## src/rtl/fetch_stage_pipelined.sv

```systemverilog
// Instruction fetch stage with IF/ID register: direct jumps resolved in fetch,
// decode stall, later-stage redirect/flush, halt detection and a saturating fetch counter.
module fetch_stage_pipelined #(
  parameter int                 ADDR_W       = 8,
  parameter int                 INSTR_W      = 8,
  parameter int                 JUMP_FIELD_W = 6,
  parameter logic [ADDR_W-1:0]  RESET_PC     = '0,
  parameter logic [INSTR_W-1:0] HALT_OPCODE  = {INSTR_W{1'b1}},
  parameter int                 COUNT_W      = 16
) (
  input  logic               clk,
  input  logic               reset,
  output logic [ADDR_W-1:0]  imem_addr,
  input  logic [INSTR_W-1:0] imem_rdata,
  input  logic               stall,
  input  logic               redirect_valid,
  input  logic [ADDR_W-1:0]  redirect_target,
  output logic               ifid_valid,
  output logic [INSTR_W-1:0] ifid_instr,
  output logic [ADDR_W-1:0]  ifid_pc,
  output logic               halted,
  output logic [COUNT_W-1:0] fetch_count
);

  typedef enum logic [1:0] {BOOT, RUN, HALTED} state_t;

  state_t             state_reg, state_next;
  logic [ADDR_W-1:0]  pc_reg, pc_next;
  logic               ifid_valid_reg, ifid_valid_next;
  logic [INSTR_W-1:0] ifid_instr_reg, ifid_instr_next;
  logic [ADDR_W-1:0]  ifid_pc_reg, ifid_pc_next;
  logic [COUNT_W-1:0] count_reg, count_next;

  logic [ADDR_W-1:0]  pc_plus1;
  logic [ADDR_W-1:0]  jump_target;
  logic               is_halt;
  logic               is_jump;

  assign pc_plus1    = pc_reg + ADDR_W'(1);
  // Jump keeps the upper bits of the sequential PC and replaces the low field.
  assign jump_target = {pc_plus1[ADDR_W-1:JUMP_FIELD_W], imem_rdata[JUMP_FIELD_W-1:0]};
  assign is_halt     = (imem_rdata == HALT_OPCODE);
  assign is_jump     = imem_rdata[INSTR_W-1];

  always_ff @(posedge clk or posedge reset) begin
    if (reset) begin
      state_reg      <= BOOT;
      pc_reg         <= RESET_PC;
      ifid_valid_reg <= 1'b0;
      ifid_instr_reg <= '0;
      ifid_pc_reg    <= '0;
      count_reg      <= '0;
    end else begin
      state_reg      <= state_next;
      pc_reg         <= pc_next;
      ifid_valid_reg <= ifid_valid_next;
      ifid_instr_reg <= ifid_instr_next;
      ifid_pc_reg    <= ifid_pc_next;
      count_reg      <= count_next;
    end
  end

  always_comb begin
    state_next      = state_reg;
    pc_next         = pc_reg;
    ifid_valid_next = ifid_valid_reg;
    ifid_instr_next = ifid_instr_reg;
    ifid_pc_next    = ifid_pc_reg;
    count_next      = count_reg;

    case (state_reg)
      BOOT: begin
        state_next = RUN;
        if (redirect_valid) pc_next = redirect_target;
      end
      RUN: begin
        if (redirect_valid) begin
          pc_next         = redirect_target;
          ifid_valid_next = 1'b0;
        end else if (!stall) begin
          ifid_instr_next = imem_rdata;
          ifid_pc_next    = pc_reg;
          ifid_valid_next = 1'b1;
          count_next      = (count_reg == '1) ? count_reg : count_reg + COUNT_W'(1);
          // Halt wins over the jump flag; PC stays on the halt instruction.
          if (is_halt)      state_next = HALTED;
          else if (is_jump) pc_next    = jump_target;
          else              pc_next    = pc_plus1;
        end
      end
      HALTED: begin
        if (redirect_valid) begin
          state_next      = RUN;
          pc_next         = redirect_target;
          ifid_valid_next = 1'b0;
        end else if (!stall) begin
          ifid_valid_next = 1'b0;
        end
      end
      default: state_next = BOOT;
    endcase
  end

  assign imem_addr   = pc_reg;
  assign ifid_valid  = ifid_valid_reg;
  assign ifid_instr  = ifid_instr_reg;
  assign ifid_pc     = ifid_pc_reg;
  assign fetch_count = count_reg;
  assign halted      = (state_reg == HALTED);

endmodule
```

## config.mk

```make
export PLATFORM = sky130hd
export DESIGN_NAME = fetch_stage_pipelined
export DESIGN_NICKNAME = d
export VERILOG_FILES = /design/src/rtl/fetch_stage_pipelined.sv
export SDC_FILE = /design/constraint.sdc
export NUM_CORES = 1
export LEC_CHECK = 0
export ABC_AREA = 1
export CORE_MARGIN = 8
export CORE_UTILIZATION = 40
export CTS_CLUSTER_SIZE = 16
export DETAILED_ROUTE_END_ITERATION = 8
export GPL_TIMING_DRIVEN = 0
export PLACE_DENSITY = 0.77
export SLEW_MARGIN = 20
export SYNTH_ARGS = -nofsm -noshare
export SYNTH_HDL_FRONTEND = slang
export SYNTH_SLANG_ARGS = --single-unit
```

## constraint.sdc

```tcl
create_clock -name clk -period 4.45 [get_ports clk]
set_input_delay 1.1125 -clock clk [delete_from_list [all_inputs] [get_ports clk]]
set_output_delay 1.1125 -clock clk [all_outputs]
set_load 0.02 [all_outputs]
```

==> results.md <==
- Vias per inst: 4.82
- Clock sink total: between 40 and 50
- Height of the die: around 94 um
- Power Internal: about 0.77 mW
- Crit. End Element: primary output
- P_sw: 0.419 mW
- Die area: 8780 um^2
- Post-synth EDFFs: 0
- Final Skew: between 0.01 and 0.015 ns
- Max cap viols: 0
- Critical path fanouts, max: 6
- Max_slew headroom: 0.734
- PnR Total Power: 1.19 mW
- Yosys reg bits: 43
- Synth top area share: 0.446
- CTS max path bufs: 2
- Routed wire length: 6000 um
- Pin count of the biggest net entering global routing: 31
- Root Buffer: clkbuf_8
- Core Area: roughly 5900 um^2
- CTS-repair resized insts: 0
- Gr ovfl total: 0
- Worst Path Required: 3.34 ns
- Outcome: finished, final reports clean
- Layout area overhead: 34.0%
- Routing usage on met3: 0.0496
- Startpoint types: flip-flop
- Critical path arrival: ~1.6 ns
- Cells on worst reg2reg path: 9
- Max reg flops: 16
- Number of buffers created by CTS: 5
- RD Place Congestion: 0.831
- Met1 Resource Use GR: 0.156
- Nets@finish: a little over 400
- Initial DRC count: 71
- Drt first pass iters: 4
- Setup TNS: 0 ns
- Simple-Gate Fraction of Synth Area: 0.378
- Maximum vdd ir drop: 0.208 mV
- Post-Synthesis Cell Area: 2410 um^2
- Most common cell after layout, fill and taps aside: nand2_1
- Hold Path Cell Cnt: 2
- Clock slew at reported path FFs: 0.08 ns
- CTS tree: done
- Period utilisation layout: 0.603
- Clock Power Share: 0.221
- Cell variety after synth: 30
- Starting Density: 0.410
- Syn Nets: 343
- Synthesized-area fraction occupied by adder cells: 0.0104
- Initial antenna violation count: 0
- Final setup fails: 0
- Gr busiest metal: met2
- Pins Over Slew Limit: 0
- Commonest cells after routing, fill and taps aside: 126 x nand2_1, 61 x clkdlybuf4s50_1, 43 x dfrtp_1
- Post-Synth XOR/XNOR Area: 0.0327
- Main combinational cell family by area after synthesis: simple AND/OR/NAND/NOR gates
- First-pass GRT wire length: 10100 um
- DRC: 0
- Hold Crit Class: reg2reg
- Share of cells above drive strength 1: 0.0742
- Sequential Power Share: 0.441
- Yosys top cell by area: dfrtp_1
- Number of setup buffers added after CTS: 0
- PD cells: 367 nW/um^2
- Port Buffers: 61
- Fmax: 373 MHz
- Post-synth ARST share: 1.00
- Synthesis warning total: 0
- Largest cells by area after synthesis: dfrtp_1 45%, nand2_1 20%, nand3_1 6.0%
- Antenna Nets Post-Route: 0
- Met2 GRT Util: 0.253
- Least-Margin Pin Slew: ~0.4 ns
- Gr usage total: 0.143
- Vias in the first global route: roughly 2200
- Logic pwr share: 0.338
- Avg Synthesized Cell Area: between 7 and 8 um^2
- Crit path time final: 2.68 ns
- Post-synthesis mux area share: 0
- Final Hold Violating Endpoints: 0
- Die Wd: 93.7 um
- Latest clock arrival within the worst-skew pair: 0.30 ns
- Vias: 2247
- Hold_buf cts: 0
- Register area share after synthesis: 0.446
- Switching Share: 0.353
- CTS HTree Levels: 2
- Ports: 62
- Number of rows in the core area: 28
- Compound-Gate Fraction of Synth Area: 0.0638
- Leak: 1.53 nW
- CP Class: reg2out
- # diodes: 0
- Hpwl dp: 4750 um
- Unrepaired setup endpoints after global routing: false
- Most common flop cell mapped by yosys: dfrtp_1
- WL/cell: 12.9 um
- Gate Count Post-Synth: 321
-- power by group through the flow --
stage | Combinational [mW] | Clock [mW] | Sequential (mW)
after floorplan | 0.146 | 0 | 0.595
after global placement | 0.399 | 0 | 0.527
after detailed placement | 0.408 | 0 | 0.530
after CTS | 0.408 | 0.273 | 0.523
after global routing | 0.441 | 0.288 | 0.534
final | 0.401 | 0.262 | 0.523
-- kinds of logic (layout without fill, tap and decap cells) --
family / after synthesis / after routing
AO/OA/AOI/OAI: 30 / 30
AND/OR/NAND/NOR: 200 / 200
XOR/XNOR: 9 / 9
flip-flops: 43 / 43
adder cells (fa/ha/maj): 2 / 2
buffers and inverters: 37 / 107
-- metrics by stage --
stage	utilization	setup WS, ns	area [um^2]	cells	hold WS [ns]
CTS	0.549	1.75	3230	466	0.478
global placement	0.530	1.46	3120	457	0.458
floorplan	-	2.33	2410	321	0.574
finish	0.549	1.77	3230	466	0.476
detailed placement	0.533	1.72	3140	458	0.458
global route	0.549	1.68	3230	466	0.516
-- layout make-up --
class | count | area (um^2)
clock inverters | 1 | 8.76
inverters | 30 | 115
well taps | 75 | 93.8
fillers | 558 | 2650
clock buffers | 7 | 86.3
multi-input cells | 241 | 1170
repair buffers | 62 | 631
plain buffers | 7 | 52.6
flip-flops and latches | 43 | 1080
-- worst paths after layout --
| kind | to | startpoint | slack, ns |
|---|---|---|---|
| worst max-delay path | halted | state_reg[0] | 1.77 |
| worst min-delay path | ifid_pc[5] | ifid_pc[5] | 0.48 |
| worst max register to register | fetch_count[13] | fetch_count[0] | 2.78 |
| worst min register to register | ifid_pc[5] | ifid_pc[5] | 0.48 |
| max in group asynchronous | fetch_count[14] | reset | 2.92 |
| min in group asynchronous | fetch_count[1] | reset | 1.07 |
-- Yosys cell counts, types with 2 or more instances --
library cell and n:
o21ai_0 22, nor2_1 23, clkbuf_1 3, dfrtp_1 43, nand3_1 29, nand2_1 126
buf_6 3, and2_1 2, inv_1 28, nand4_1 5, a21oi_1 5, ha_1 2
or2_2 6, xnor2_1 8
-- layer usage --
metal	up-vias	wire length (um)
li1	1153	-
met1	1030	2490
met2	57	3020
met3	7	431
met4	0	59
met5	-	0
-- worst max-delay path: stages, from the launching register on --
cell and delay (ns):
dfrtp_1 0.47, nor2_1 0.18, clkdlybuf4s50_1 0.63
Note: power is estimated with default switching activity, not from simulation.
